<file path="config.mk">
export PLATFORM = sky130hd
export DESIGN_NAME = systolic_input_skew
export DESIGN_NICKNAME = d
export VERILOG_FILES = /design/src/rtl/systolic_input_skew.sv
export SDC_FILE = /design/constraint.sdc
export NUM_CORES = 1
export LEC_CHECK = 0
export CAP_MARGIN = 25
export CORE_MARGIN = 2
export CORE_UTILIZATION = 55
export DETAILED_ROUTE_END_ITERATION = 12
export DONT_BUFFER_PORTS = 1
export GPL_ROUTABILITY_DRIVEN = 0
export PLACE_DENSITY = 0.74
export SKIP_CTS_REPAIR_TIMING = 1
export SLEW_MARGIN = 20
export SYNTH_ARGS = -nofsm -noshare
export SYNTH_HDL_FRONTEND = slang
export SYNTH_SLANG_ARGS = --single-unit
</file>
<file path="constraint.sdc">
create_clock -name clk -period 2.55 [get_ports clk]
set_clock_uncertainty 0.15 [all_clocks]
set_input_delay 0.51 -clock clk [delete_from_list [all_inputs] [get_ports clk]]
set_output_delay 0.51 -clock clk [all_outputs]
set_load 0.03 [all_outputs]
</file>
<file path="src/rtl/systolic_input_skew.sv">
// West-edge feeder for the systolic array: vector FIFO, per-lane skew
// lines and batch tracking with a done pulse.
module systolic_input_skew #(
  parameter int ROWS       = 2,
  parameter int DATA_WIDTH = 16,
  parameter int DEPTH      = 4
) (
  input  logic                       clk,
  input  logic                       rst_n,
  input  logic                       in_valid,
  output logic                       in_ready,
  input  logic [ROWS*DATA_WIDTH-1:0] in_data,
  input  logic                       in_switch,
  input  logic                       in_last,
  input  logic                       issue_en,
  output logic [ROWS*DATA_WIDTH-1:0] out_input,
  output logic [ROWS-1:0]            out_valid,
  output logic [ROWS-1:0]            out_switch,
  output logic                       busy,
  output logic                       done
);

  localparam int AW   = $clog2(DEPTH);
  localparam int CW   = AW + 1;
  localparam int VW   = ROWS * DATA_WIDTH;
  localparam int CNTW = (ROWS > 1) ? $clog2(ROWS) : 1;

  typedef enum logic [1:0] {
    S_IDLE,
    S_STREAM,
    S_DRAIN
  } state_t;

  logic [VW-1:0]    r_mem_d [DEPTH];
  logic [DEPTH-1:0] r_mem_sw;
  logic [DEPTH-1:0] r_mem_last;
  logic [AW-1:0]    r_wr_ptr;
  logic [AW-1:0]    r_rd_ptr;
  logic [CW-1:0]    r_count;

  state_t           r_state;
  logic [CNTW-1:0]  r_cnt;
  logic             r_done;

  logic             w_push;
  logic             w_pop;
  logic [VW-1:0]    w_rd_data;
  logic             w_rd_sw;
  logic             w_rd_last;

  // Full blocks the push even when a pop frees a slot on the same edge.
  assign in_ready  = (r_count < CW'(DEPTH));
  assign w_push    = in_valid && in_ready;
  assign w_pop     = issue_en && (r_count != '0);
  assign w_rd_data = r_mem_d[r_rd_ptr];
  assign w_rd_sw   = r_mem_sw[r_rd_ptr];
  assign w_rd_last = r_mem_last[r_rd_ptr];

  always_ff @(posedge clk or negedge rst_n) begin
    if (!rst_n) begin
      for (int i = 0; i < DEPTH; i++) begin
        r_mem_d[i] <= '0;
      end
      r_mem_sw   <= '0;
      r_mem_last <= '0;
      r_wr_ptr   <= '0;
      r_rd_ptr   <= '0;
      r_count    <= '0;
    end else begin
      if (w_push) begin
        r_mem_d[r_wr_ptr]    <= in_data;
        r_mem_sw[r_wr_ptr]   <= in_switch;
        r_mem_last[r_wr_ptr] <= in_last;
        r_wr_ptr             <= r_wr_ptr + 1'b1;
      end
      if (w_pop) begin
        r_rd_ptr <= r_rd_ptr + 1'b1;
      end
      unique case ({w_push, w_pop})
        2'b10:   r_count <= r_count + 1'b1;
        2'b01:   r_count <= r_count - 1'b1;
        default: r_count <= r_count;
      endcase
    end
  end

  // Lane r is an (r+1)-deep chain; stage r is the output register.
  for (genvar r = 0; r < ROWS; r++) begin : g_lane
    logic [DATA_WIDTH-1:0] r_d [r+1];
    logic [r:0]            r_v;
    logic [r:0]            r_s;

    always_ff @(posedge clk or negedge rst_n) begin
      if (!rst_n) begin
        for (int k = 0; k <= r; k++) begin
          r_d[k] <= '0;
        end
        r_v <= '0;
        r_s <= '0;
      end else begin
        r_d[0] <= w_pop ? w_rd_data[r*DATA_WIDTH +: DATA_WIDTH] : '0;
        r_v[0] <= w_pop;
        r_s[0] <= w_pop && w_rd_sw;
        for (int k = 1; k <= r; k++) begin
          r_d[k] <= r_d[k-1];
          r_v[k] <= r_v[k-1];
          r_s[k] <= r_s[k-1];
        end
      end
    end

    assign out_input[r*DATA_WIDTH +: DATA_WIDTH] = r_d[r];
    assign out_valid[r]  = r_v[r];
    assign out_switch[r] = r_s[r];
  end

  // A pop always wins over draining: new batch cancels the pending done.
  always_ff @(posedge clk or negedge rst_n) begin
    if (!rst_n) begin
      r_state <= S_IDLE;
      r_cnt   <= '0;
      r_done  <= 1'b0;
    end else begin
      r_done <= 1'b0;
      if (w_pop) begin
        if (w_rd_last) begin
          r_state <= S_DRAIN;
          r_cnt   <= CNTW'(ROWS - 1);
        end else begin
          r_state <= S_STREAM;
        end
      end else begin
        unique case (r_state)
          S_DRAIN: begin
            if (r_cnt == '0) begin
              r_state <= S_IDLE;
              r_done  <= 1'b1;
            end else begin
              r_cnt <= r_cnt - 1'b1;
            end
          end
          default: r_state <= r_state;
        endcase
      end
    end
  end

  assign busy = (r_state != S_IDLE);
  assign done = r_done;

endmodule

</file>
# After elaboration in Yosys (flattened, before gate mapping)
# Cells that the tools add are included.
# word_totals
output_inout_bits	39
wordCells	77
inputBits	38
register_bits	201
# classes
n_lt_le_gt_ge	7
n_bitwise	2
n_addsub	5
muxes	28
n_eq_ne	5
n_reduce_logical	11
# ops
operator	n
$bwmux 128	1
$mux 32	3
$bmux 32 s2	1
$demux 32 s2	1
$mux 16	2
$mux 1	10
$bwmux 4	2
$mux 2	4
$ge 3x3->1 const B	2
$lt 2x3->1 const B	2
$not 2->3	2
$pmux 3 s2	1
$reduce_bool 2->1	3
$logic_and 1x1->1	5
$add 2x1->2 const B	2
$bmux 1 s2	2
$eq 2x2->1 const B	2
$ne 2x1->1 const B	2
$reduce_and 2->1	2
$add 3x1->3 const B	1
$lt 3x1->1 const B	1
$lt 3x3->1 const B	1
$reduce_bool 3->1	1
$sub 3x1->3 const B	1
4 further kinds	4

# Longest topological paths before layout
# depth
depth_word	6
ltp_mapped	9
mapped_depth_nobuf	8

# Worst setup path before layout
# Ideal clock, no wire load.
# synth_timing
path_kind	input to register
startpoint	in issue_en
endpoint	reg r_count[2]
path_buffers	1
slack_ns	0.472
required_time_ns	2.268
path_stages	9
setup_ns	0.132
arrival_ns	1.796
path_cell_list	o31ai_4 -> inv_1 -> clkbuf_1 -> ha_1 -> inv_1 -> fa_1 -> xor2_1 -> nor2_1 -> xnor2_1
# synth_between
elab_chain_cells	3
word_cells_on_any_way	5
cone_classes	2 x eq/ne; 1 x mux; 2 x reduce/logical
# synth_lines
element	line_no	rtl
start: declaration	15	input logic issue_en,
$logic_and 1x1->1 *	54	assign w_pop = issue_en && (r_count != '0);
named net w_pop	46	logic w_pop;
$eq 2x1->1 / $eq 2x2->1 (equally long branches)	79	unique case ({w_push, w_pop})
$pmux 3 s2 / $reduce_bool 2->1 (equally long branches)	-	
end signal: assignment	80	2'b10: r_count <= r_count + 1'b1;
end signal: assignment	81	2'b01: r_count <= r_count - 1'b1;
end signal: assignment	82	default: r_count <= r_count;
end: declaration	39	logic [CW-1:0] r_count;
# The timed path passes the listed nets; every way through them passes the cells marked *.
# A chain may end at the register's enable or synchronous reset.

# Worst setup path after layout
# layout_timing
startpoint	reg r_count[2]
endpoint	reg r_count[2]
# layout_between
elab_chain_cells	4
word_cells_on_any_way	10
cone_classes	2 x add/sub; 1 x order compare; 2 x eq/ne; 1 x mux; 4 x reduce/logical
# layout_lines
element	line_no
$lt 3x3->1 / $reduce_bool 3->1 (equally long branches)	52, 54
$logic_and 1x1->1 (on tied branches)	53, 54
$eq 2x1->1 / $eq 2x2->1 (equally long branches)	79
$pmux 3 s2 / $reduce_bool 2->1 (equally long branches)	-
# Parallel ways exist; a longest one is shown, timed or not.

==> flow_summary_export.csv <==
group,metric,value,unit
synthesis,synth_area,8626,µm²
grt,grt_first_pass_wirelength,24.41,mm
critical_path,path_class,"flip-flop to flip-flop",
routing,vias,3835,
synthesis,synthMuxAreaShare,0.3210,
cells_and_area,fin_util,0.6099,
synthesis,yosysUniqueCellTypes,30,
power_and_ir_drop,pwr_density_cell,1357,nW/µm²
hold_path,hold_path.class,"input port to asynchronous set/reset pin",
cells_and_area,fin_area,9306,µm²
critical_path,r2r_cells,9,
place,hpwl,8.768,mm
routing,drt_wl_total,14.71,mm
sta,drv_slew,0,
power_and_ir_drop,vdd_drop_max,652.4,µV
grt,grt_pass1_vias,4280,
grt,antenna_found_initial,0,
cells_and_area,nets,518,
synthesis,yosys.area_share.xor_xnor,0.006092,
synthesis,synthCells,485,
routing,vias_per_cell,5.494,
cts,cts_max_path_buffers,2,
cts,clkTransAtPathRegs,0.07,ns
sta,setup_viol,0,
sta,slew_headroom,0.6970,
place,port-buffer-count,0,
floorplanning,die_width,129.2,µm
synthesis,avgSynthCellArea,17.79,µm²
status,status,"finished with violations",
synthesis,synth_edf_count,0,
floorplanning,core_region_area,15260,µm²
critical_path,r2r_start,"r_count[2]",
sta,fin_ws,0.5208,ns
sta,fmax,0.4928,GHz
grt,grt.overflow.total,0,
synthesis,synth_fa_ha_area_frac,0.009574,
critical_path,rr_endpoint,"r_count[2]",
sta,holdWs,-0.3771,ns
routing,first_iter_violations,200,
cells_and_area,drive_above_1_share,0.4517,
synthesis,syn_nets,529,
sta,fin_crit,2.029,ns
synthesis,synth-simple-area-share,0.03452,
routing,detail-route-antenna-nets,0,
floorplanning,num_rows,45,
cells_and_area,fillers,1100,
cts,clkLatencyLatePin,0.43,ns
critical_path,critPathLaunchType,"flip-flop",
critical_path,setup.worst_path.end,"r_count[2]",
sta,post-route-period-util,0.7958,
cts,cts.sinks,199,
critical_path,cp-startpoint,"r_count[2]",
place,dpl_cell_area,8706,µm²
power_and_ir_drop,power_leakage,4.547,nW
sta,grt_setup_unrepaired,"false",
synthesis,seq_area_frac_synth,0.5773,
cts,cts_tree,"built",
synthesis,yosys_register_bits,199,
sta,worst_pin_slew,0.4546,ns
grt,grt_start_max_net_pins,200,
critical_path,arrival,2.23,ns
synthesis,async_flop_share,1.000,
power_and_ir_drop,power,12.63,mW
critical_path,r2r_setup_slack,0.52,ns
synthesis,synth_flop_cell,"dfrtp_1",
floorplanning,die_area,16700,µm²
synthesis,synth_compound_area_frac,0.005947,
critical_path,cp_max_fo,8,
floorplanning,die_y,129.2,µm
cts,cts-root-buf,"clkbuf_16",
critical_path,cp-end-kind,"flip-flop",
routing,route.detailed.drc,0,
cts,numCtsBuffers,17,
cells_and_area,diodes,0,
cells_and_area,synthToLayoutAreaGrowth,7.891,%
sta,hold_violations,199,
grt,grt_usage,0.1953,
sta,tns,0,ns
run,max-cap-violations,0,
status,violations,"negative hold slack",
cells_and_area,final_cell_mix,"197 x dfrtp_1, 120 x mux2_4, 33 x and2_1",
cts,h-tree-depth,4,
critical_path,crit_required,2.75,ns
place,place_ws,0.3973,ns
floorplanning,ios,77,
cells_and_area,final_common_cell,"dfrtp_1",
synthesis,synth_warnings,0,
routing,wl_per_cell,21.07,µm
floorplanning,start_util,0.5653,
synthesis,synth_top_family_by_area,"multiplexers",
routing,firstDrtPassIters,5,
==> flip-flops by register name, indices dropped and copies added (netlist names) <==
register,cells
r_mem_sw,4
r_mem_d,128
r_cnt,1
g_lane.r_d,32
r_count,3
out_input,16
g_lane.r_s,2
r_rd_ptr,2
r_state,2
done,1
g_lane.r_v,2
r_wr_ptr,2
r_mem_last,4
==> Yosys cell counts, types with 2 or more instances <==
master / number / share of area
and2_1: 33 / 0.024
buf_2: 4 / 0.0023
buf_4: 19 / 0.017
buf_6: 16 / 0.021
clkbuf_1: 3 / 0.0013
dfrtp_1: 199 / 0.58
ha_1: 5 / 0.0073
inv_1: 9 / 0.0039
mux2_2: 16 / 0.021
mux2_4: 120 / 0.21
mux4_1: 3 / 0.0091
mux4_2: 31 / 0.081
nand2_1: 2 / 0.00087
nand2_4: 4 / 0.0052
o21ai_0: 2 / 0.0012
xnor2_1: 5 / 0.0051
==> worst min-delay path by stage <==
stage / endpoint / slack (ns) / start
after floorplan: done / 0.06 / rst_n
after global placement: g_lane[1].r_v[1] / 0.07 / rst_n
after detailed placement: g_lane[1].r_v[1] / 0.07 / rst_n
after CTS: r_mem_d[101] / -0.40 / rst_n
after global routing: g_lane[0].r_d[3] / -0.41 / rst_n
final: r_mem_d[101] / -0.38 / rst_n
==> cell type report <==
class	instances	area (µm²)	share of cell area
multi-input combinational	234	3253	0.3496
timing repair buffer	13	172.7	0.01855
tap	211	264.0	0.02837
clock buffer	20	456.7	0.04907
sequential	199	4982	0.5354
inverter	9	33.78	0.003630
clock inverter	12	143.9	0.01546
==> metal layers <==
metal  GRT usage  vias up  wire length [µm]  part of all wire
met3     0.05904       11               698             0.047
met2      0.3056       69              7222              0.49
met4     0.05818        0               182             0.012
met1      0.2674     2092              6603              0.45
li1            -     1663                 -                 -
met5           0        -                 0                 0
==> critical path, stage by stage, from the launching register on <==
cell and delay [ns]:
dfrtp_1 0.44, nor2b_1 0.07, buf_4 0.19, inv_1 0.07
ha_1 0.18, inv_1 0.06, fa_1 0.38, xor2_1 0.16
nor2_1 0.11, xnor2_1 0.14
==> power breakdown <==
group          switching [mW]  internal, mW  total, mW
Sequential               1.21          4.60       5.80
Clock                    1.18          1.52       2.70
Combinational            1.27          2.85       4.13
==> kinds of logic (layout without fill, tap and decap cells) <==
logic type	Yosys count	in the layout
adder cells (fa/ha/maj)	6	6
AND/OR/NAND/NOR	45	45
AO/OA/AOI/OAI	6	6
flip-flops	199	199
XOR/XNOR	6	6
multiplexers	171	171
buffers and inverters	52	54
==> per-stage QoR <==
step	std cells	hold WS (ns)
3_3_place_gp	666	0.06967
5_1_grt	698	-0.4070
6_report	698	-0.3771
4_1_cts	698	-0.3955
2_1_floorplan	485	0.06441
3_5_place_dp	666	0.06979
(Power assumes the default switching activity.)
